==> src/rtl/cv32e40px_core_v_xif_pkg.sv <==
// rtl/cv32e40px_core_v_xif_pkg.sv - shared types for the coprocessor result writeback path
package cv32e40px_core_v_xif_pkg;

  localparam int unsigned X_RESULT_WE_W   = 2;
  localparam int unsigned X_RESULT_DATA_W = 64;

  typedef enum logic [1:0] {
    IDLE  = 2'd0,
    WR_LO = 2'd1,
    WR_HI = 2'd2
  } x_wb_state_e;

  // Entries always carry the dual-write width; single-write builds leave the top half zero.
  typedef struct packed {
    logic [3:0]                   id;
    logic [4:0]                   rd;
    logic [X_RESULT_WE_W-1:0]     we;
    logic [X_RESULT_DATA_W-1:0]   data;
  } x_result_entry_t;

  localparam int unsigned X_RESULT_ENTRY_W = $bits(x_result_entry_t);

  function automatic logic [4:0] rd_pair(input logic [4:0] rd);
    return rd | 5'd1;
  endfunction

endpackage

==> src/rtl/cv32e40px_x_result_fifo.sv <==
// rtl/cv32e40px_x_result_fifo.sv - generic synchronous FIFO with wrap-around pointers and occupancy count
module cv32e40px_x_result_fifo #(
  parameter int unsigned DEPTH = 4,
  parameter int unsigned WIDTH = 32
) (
  input  logic                       clk_i,
  input  logic                       rst_ni,
  input  logic                       push_i,
  input  logic [WIDTH-1:0]           wdata_i,
  input  logic                       pop_i,
  output logic [WIDTH-1:0]           rdata_o,
  output logic                       full_o,
  output logic                       empty_o,
  output logic [$clog2(DEPTH):0]     count_o
);

  localparam int unsigned AW = $clog2(DEPTH);
  localparam int unsigned CW = AW + 1;

  logic [WIDTH-1:0] mem_q [DEPTH];
  logic [AW-1:0]    wptr_q;
  logic [AW-1:0]    rptr_q;
  logic [CW-1:0]    count_q;
  logic             push_ok;
  logic             pop_ok;

  assign full_o  = (count_q == CW'(DEPTH));
  assign empty_o = (count_q == '0);
  assign count_o = count_q;
  assign rdata_o = mem_q[rptr_q];

  // Guard both sides so a stray push/pop can never corrupt the count.
  assign push_ok = push_i & ~full_o;
  assign pop_ok  = pop_i & ~empty_o;

  always_ff @(posedge clk_i) begin
    if (push_ok) begin
      mem_q[wptr_q] <= wdata_i;
    end
  end

  always_ff @(posedge clk_i or negedge rst_ni) begin
    if (!rst_ni) begin
      wptr_q  <= '0;
      rptr_q  <= '0;
      count_q <= '0;
    end else begin
      if (push_ok) begin
        wptr_q <= wptr_q + AW'(1);
      end
      if (pop_ok) begin
        rptr_q <= rptr_q + AW'(1);
      end
      case ({push_ok, pop_ok})
        2'b10:   count_q <= count_q + CW'(1);
        2'b01:   count_q <= count_q - CW'(1);
        default: count_q <= count_q;
      endcase
    end
  end

endmodule

==> src/rtl/cv32e40px_x_result_wb.sv <==
// rtl/cv32e40px_x_result_wb.sv - buffers coprocessor results and writes them back around core WB; optional CV32E40PX_X_RESULT_BYPASS_EN
module cv32e40px_x_result_wb
  import cv32e40px_core_v_xif_pkg::*;
#(
  parameter int unsigned DEPTH       = 4,
  parameter int unsigned X_DUALWRITE = 0
) (
  input  logic                          clk_i,
  input  logic                          rst_ni,
  input  logic                          x_result_valid_i,
  output logic                          x_result_ready_o,
  input  logic [3:0]                    x_result_id_i,
  input  logic [4:0]                    x_result_rd_i,
  input  logic [X_DUALWRITE:0]          x_result_we_i,
  input  logic [32*(X_DUALWRITE+1)-1:0] x_result_data_i,
  input  logic                          core_wb_we_i,
  output logic                          rf_we_o,
  output logic [4:0]                    rf_waddr_o,
  output logic [31:0]                   rf_wdata_o,
  output logic                          sb_clr_valid_o,
  output logic [4:0]                    sb_clr_rd_o,
  output logic [X_DUALWRITE:0]          sb_clr_we_o,
  output logic                          empty_o
);

  localparam int unsigned CW = $clog2(DEPTH) + 1;
  localparam logic        DUAL_EN = (X_DUALWRITE != 0);

  x_wb_state_e     state_q, state_d;
  x_result_entry_t in_entry;
  x_result_entry_t head;
  logic [X_RESULT_ENTRY_W-1:0] head_raw;
  logic            fifo_full;
  logic            fifo_empty;
  logic [CW-1:0]   fifo_count;
  logic            accept;
  logic            bypass;
  logic            push;
  logic            pop;
  logic            port_free;
  logic            head_dual;
  logic            more_pending;
  logic            unused_id;

  assign in_entry.id   = x_result_id_i;
  assign in_entry.rd   = x_result_rd_i;
  assign in_entry.we   = X_RESULT_WE_W'(x_result_we_i);
  assign in_entry.data = X_RESULT_DATA_W'(x_result_data_i);

  assign x_result_ready_o = ~fifo_full;
  assign accept           = x_result_valid_i & x_result_ready_o;

`ifdef CV32E40PX_X_RESULT_BYPASS_EN
  assign bypass = accept & fifo_empty & (state_q == IDLE) & ~core_wb_we_i & ~in_entry.we[1];
`else
  assign bypass = 1'b0;
`endif

  assign push = accept & ~bypass;

  cv32e40px_x_result_fifo #(
    .DEPTH (DEPTH),
    .WIDTH (X_RESULT_ENTRY_W)
  ) u_fifo (
    .clk_i   (clk_i),
    .rst_ni  (rst_ni),
    .push_i  (push),
    .wdata_i (in_entry),
    .pop_i   (pop),
    .rdata_o (head_raw),
    .full_o  (fifo_full),
    .empty_o (fifo_empty),
    .count_o (fifo_count)
  );

  assign head      = x_result_entry_t'(head_raw);
  assign unused_id = ^head.id;
  assign port_free = ~core_wb_we_i;
  // An entry with we[0]=0 writes nothing, so it never visits WR_HI.
  assign head_dual = DUAL_EN & head.we[0] & head.we[1];
  // Counted before this cycle's pop lands, so >1 means something is behind the head.
  assign more_pending = (fifo_count > CW'(1)) | push;
  assign empty_o      = fifo_empty & (state_q == IDLE);

  always_ff @(posedge clk_i or negedge rst_ni) begin
    if (!rst_ni) begin
      state_q <= IDLE;
    end else begin
      state_q <= state_d;
    end
  end

  always_comb begin
    state_d = state_q;
    case (state_q)
      IDLE: begin
        if (!fifo_empty || push) begin
          state_d = WR_LO;
        end
      end
      WR_LO: begin
        if (port_free) begin
          if (head_dual) begin
            state_d = WR_HI;
          end else begin
            state_d = more_pending ? WR_LO : IDLE;
          end
        end
      end
      WR_HI: begin
        if (port_free) begin
          state_d = more_pending ? WR_LO : IDLE;
        end
      end
      default: state_d = IDLE;
    endcase
  end

  always_comb begin
    pop            = 1'b0;
    rf_we_o        = 1'b0;
    rf_waddr_o     = '0;
    rf_wdata_o     = '0;
    sb_clr_valid_o = 1'b0;
    sb_clr_rd_o    = '0;
    sb_clr_we_o    = '0;
    case (state_q)
      IDLE: begin
        if (bypass) begin
          rf_we_o        = (x_result_rd_i != 5'd0) & in_entry.we[0];
          rf_waddr_o     = x_result_rd_i;
          rf_wdata_o     = in_entry.data[31:0];
          sb_clr_valid_o = 1'b1;
          sb_clr_rd_o    = x_result_rd_i;
          sb_clr_we_o    = x_result_we_i;
        end
      end
      WR_LO: begin
        pop            = port_free & ~head_dual;
        rf_we_o        = port_free & head.we[0] & (head.rd != 5'd0);
        rf_waddr_o     = head.rd;
        rf_wdata_o     = head.data[31:0];
        sb_clr_valid_o = pop;
        sb_clr_rd_o    = head.rd;
        sb_clr_we_o    = head.we[X_DUALWRITE:0];
      end
      WR_HI: begin
        pop            = port_free;
        rf_we_o        = port_free;
        rf_waddr_o     = rd_pair(head.rd);
        rf_wdata_o     = head.data[63:32];
        sb_clr_valid_o = port_free;
        sb_clr_rd_o    = head.rd;
        sb_clr_we_o    = head.we[X_DUALWRITE:0];
      end
      default: ;
    endcase
  end

endmodule

==> config.mk <==
export PLATFORM = sky130hd
export DESIGN_NAME = cv32e40px_x_result_wb
export DESIGN_NICKNAME = d
export VERILOG_FILES = /design/src/rtl/cv32e40px_core_v_xif_pkg.sv /design/src/rtl/cv32e40px_x_result_fifo.sv /design/src/rtl/cv32e40px_x_result_wb.sv
export SDC_FILE = /design/constraint.sdc
export NUM_CORES = 1
export LEC_CHECK = 0
export CORE_MARGIN = 2
export CORE_UTILIZATION = 45
export CTS_CLUSTER_DIAMETER = 80
export DETAILED_ROUTE_END_ITERATION = 7
export PLACE_DENSITY = 0.63
export SYNTH_ARGS = -nofsm -noshare
export SYNTH_HDL_FRONTEND = slang
export SYNTH_HIERARCHICAL = 1
export SYNTH_SLANG_ARGS = --single-unit
==> constraint.sdc <==
create_clock -name clk_i -period 7.35 [get_ports clk_i]
set_clock_uncertainty 0.2 [all_clocks]
set_input_delay 1.1025 -clock clk_i [delete_from_list [all_inputs] [get_ports clk_i]]
set_output_delay 1.1025 -clock clk_i [all_outputs]
set_load 0.005 [all_outputs]
==> qor.log <==
[worst_setup_path] CP Launch Type flip-flop
[drt] Routed WL per cell 19.1 microns
[worst_setup_path] critical-path maximum fanout 23
[worst_setup_path] critical path data arrival time 3190 ps
[cells_and_area] final cell utilization of the core 56.3%
[cells_and_area] layout cell share with drive strength beyond 1 17.3%
[global_route] vias in the first global route 3,189
[yosys] Mapped Cells 298
[floorplan] Placeable Area 13,800 sq um
[drt] number of iterations in the first detailed-routing pass 4
[floorplan] top-level I/O count 93
[clock_network] post-cts gate resize count 0
[floorplan] Starting Density 45.9%
[yosys] combined area of all synthesized cells 6350 sq um
[power] standby leakage power 0.00256 uW
[floorplan] area of the die 15,100 sq um
[run_status] run status completed
[clock_network] TritonCTS Buffers 17
[global_route] maximum number of pins on one net before global-route repair 42
[cells_and_area] most frequent cells in the layout sky130_fd_sc_hd__edfxtp_1, sky130_fd_sc_hd__clkdlybuf4s50_1, sky130_fd_sc_hd__mux4_2
[worst_setup_path] Critical Setup Path Class flip-flop to primary output
[clock_network] Clock Latency Late Sink 410 ps
[floorplan] chip height 123 microns
[worst_setup_path] Critical Path End Type primary output
[clock_network] root buf cell sky130_fd_sc_hd__clkbuf_16
[clock_network] clock tree sinks 160
[floorplan] number of rows in the core area 43
[worst_setup_path] flop-to-flop setup slack 4540 ps
[placed_design] Port-buffer cells 88
[hold_path] hold path depth 1
[yosys] total nets after synthesis 350
[global_route] All-Layer GR Usage 16.1%
[sta] minimum clock period 4490 ps
[sta] maximum clock frequency 222 MHz
[worst_setup_path] Critical R2R Launch u_fifo/count_o[2]$_DFFE_PN0P_
[drt] via count normalized by instance count 5.14
[drt] remaining routing DRC violations 0
[worst_setup_path] data required time of the worst path 6050 ps
[drt] Detail Route Antenna Nets 0
[yosys] synthesized area per cell 21.3 sq um
[sta] final-report setup violation count 0
[sta] final slew viol count 0
[cells_and_area] P&R area growth vs syn 22.6%
[hold_path] endpoint of the worst hold-timing path u_fifo/count_o[2]$_DFFE_PN0P_
[cells_and_area] Final Net Count 437
[power] net switching power 846 uW
[power] clock power share 23.2%
[clock_network] deepest level of the CTS H-tree 4
[cells_and_area] commonest non-fill, non-tap cell in the layout sky130_fd_sc_hd__edfxtp_1
[drt] DRT Wirelength 11.1 mm
[power] Comb power frac 33.6%
[global_route] initial antenna violation count 1
[worst_setup_path] cell breakdown of the critical path buf_4 -> mux4_2 -> nor3_1 -> a211oi_2 -> clkdlybuf4s50_1
[power] internal power contribution 2290 uW
[flow_run] max-cap violations 0
[global_route] wire length of the first global-routing pass 17.2 mm
[clock_network] TritonCTS clock tree yes
[clock_network] CTS max path bufs 2
[clock_network] number of post-CTS setup repair buffers 0
[global_route] global-route congestion overflow total 0
[placed_design] RD Place Congestion 0.736
[power] maximum vdd drop 0.201 mV
[sta] period utilization 61.2%
[sta] Total Negative Setup Slacks 0 ps
[worst_setup_path] reg2reg end u_fifo/mem_q[2][26]$_DFFE_PP_
[placed_design] worst setup slack before clock tree synthesis 3210 ps
[sta] final-report hold violation count 0
[worst_setup_path] worst reg2reg path depth 4
[drt] DRC marker count from the first detailed-route iteration 181
[power] switching share of total power 27.0%
[power] power per standard cell area 403 nW/um^2
[placed_design] half-perimeter wire length after detailed placement 6.03 mm
[sta] worst-margin pin slew 1110 ps
[yosys] count of yosys warnings during synthesis 6
[power] sequential share of power 43.1%
[hold_path] worst hold path type flip-flop to flip-flop
[drt] total via count after detailed routing 2,978
[clock_network] clock slew seen by the registers of the worst setup and hold paths 50 ps
[clock_network] number of buffers added to fix hold violations after cts 0
[floorplan] width of the die 123 microns
[power] post-layout power 3140 uW
[sta] setup repair after global routing missed its margin no
[worst_setup_path] Slowest cell on crit path sky130_fd_sc_hd__dfrtp_2
[sta] worst slew margin relative to its limit 26.2%
[hold_path] launch point of the worst hold path u_fifo/count_o[2]$_DFFE_PN0P_
[worst_setup_path] delay of the slowest cell on the worst path 910 ps
[sta] PnR worst setup slack 2860 ps
[power by group through the flow]
stage | clock network (uW) | registers [uW] | logic, uW
2_1_floorplan | 0 | 1270 | 712
3_3_place_gp | 0 | 1370 | 1070
3_5_place_dp | 0 | 1380 | 1070
4_1_cts | 749 | 1360 | 1080
5_1_grt | 790 | 1380 | 1150
6_report | 729 | 1350 | 1050
[worst max-delay path by stage]
stage / from / endpoint / slack (ps) / cells after the start
global placement: u_fifo/rptr_q[0]$_DFFE_PN0P_ / rf_we_o / 3180 / 5
finish: u_fifo/rptr_q[0]$_DFFE_PN0P_ / rf_we_o / 2860 / 5
CTS: u_fifo/rptr_q[0]$_DFFE_PN0P_ / rf_we_o / 2740 / 5
floorplan: x_result_valid_i / u_fifo/mem_q[0][0]$_DFFE_PP_ / 4210 / 3
global route: u_fifo/rptr_q[0]$_DFFE_PN0P_ / rf_we_o / 2550 / 5
detailed placement: u_fifo/rptr_q[0]$_DFFE_PN0P_ / rf_we_o / 3210 / 5
[critical path: cells and delay by family (launching register included)]
kind / cells / cell delay (ps)
and+or+nand+nor: 1 / 250
DFF: 1 / 910
buffers and inverters: 2 / 930
muxes: 1 / 560
AOI/OAI and AO/OA: 1 / 110
[cell type report]
type,instances,area (sq um)
sequential,160,4770
timing repair buffer,90,896
antenna,1,2.50
clock inverter,12,51.3
multi-input combinational,108,1380
inverter,8,30.0
fill,1057,6040
tap,180,225
clock buffer,20,437
[per-stage QoR]
stage	hold WS (ps)	area, sq um	cells
2_1_floorplan	308	6350	298
3_3_place_gp	337	7290	546
3_5_place_dp	343	7290	546
4_1_cts	357	7780	578
5_1_grt	397	7780	578
6_report	357	7780	579
[registers in the layout, indices dropped and copies added, names as in the netlist]
signal / count
u_fifo/count_o: 3
u_fifo/mem_q: 152
state_q: 1
u_fifo/rptr_q: 2
u_fifo/wptr_q: 2
[metal layers]
layer	vias up	global-route usage (%)	wire (microns)
met5	-	0	0
met4	0	6.25	173
met3	15	4.74	500
met2	78	27.0	5560
met1	1539	19.8	4830
li1	1346	-	-
Note: power is estimated with default switching activity, not from simulation.
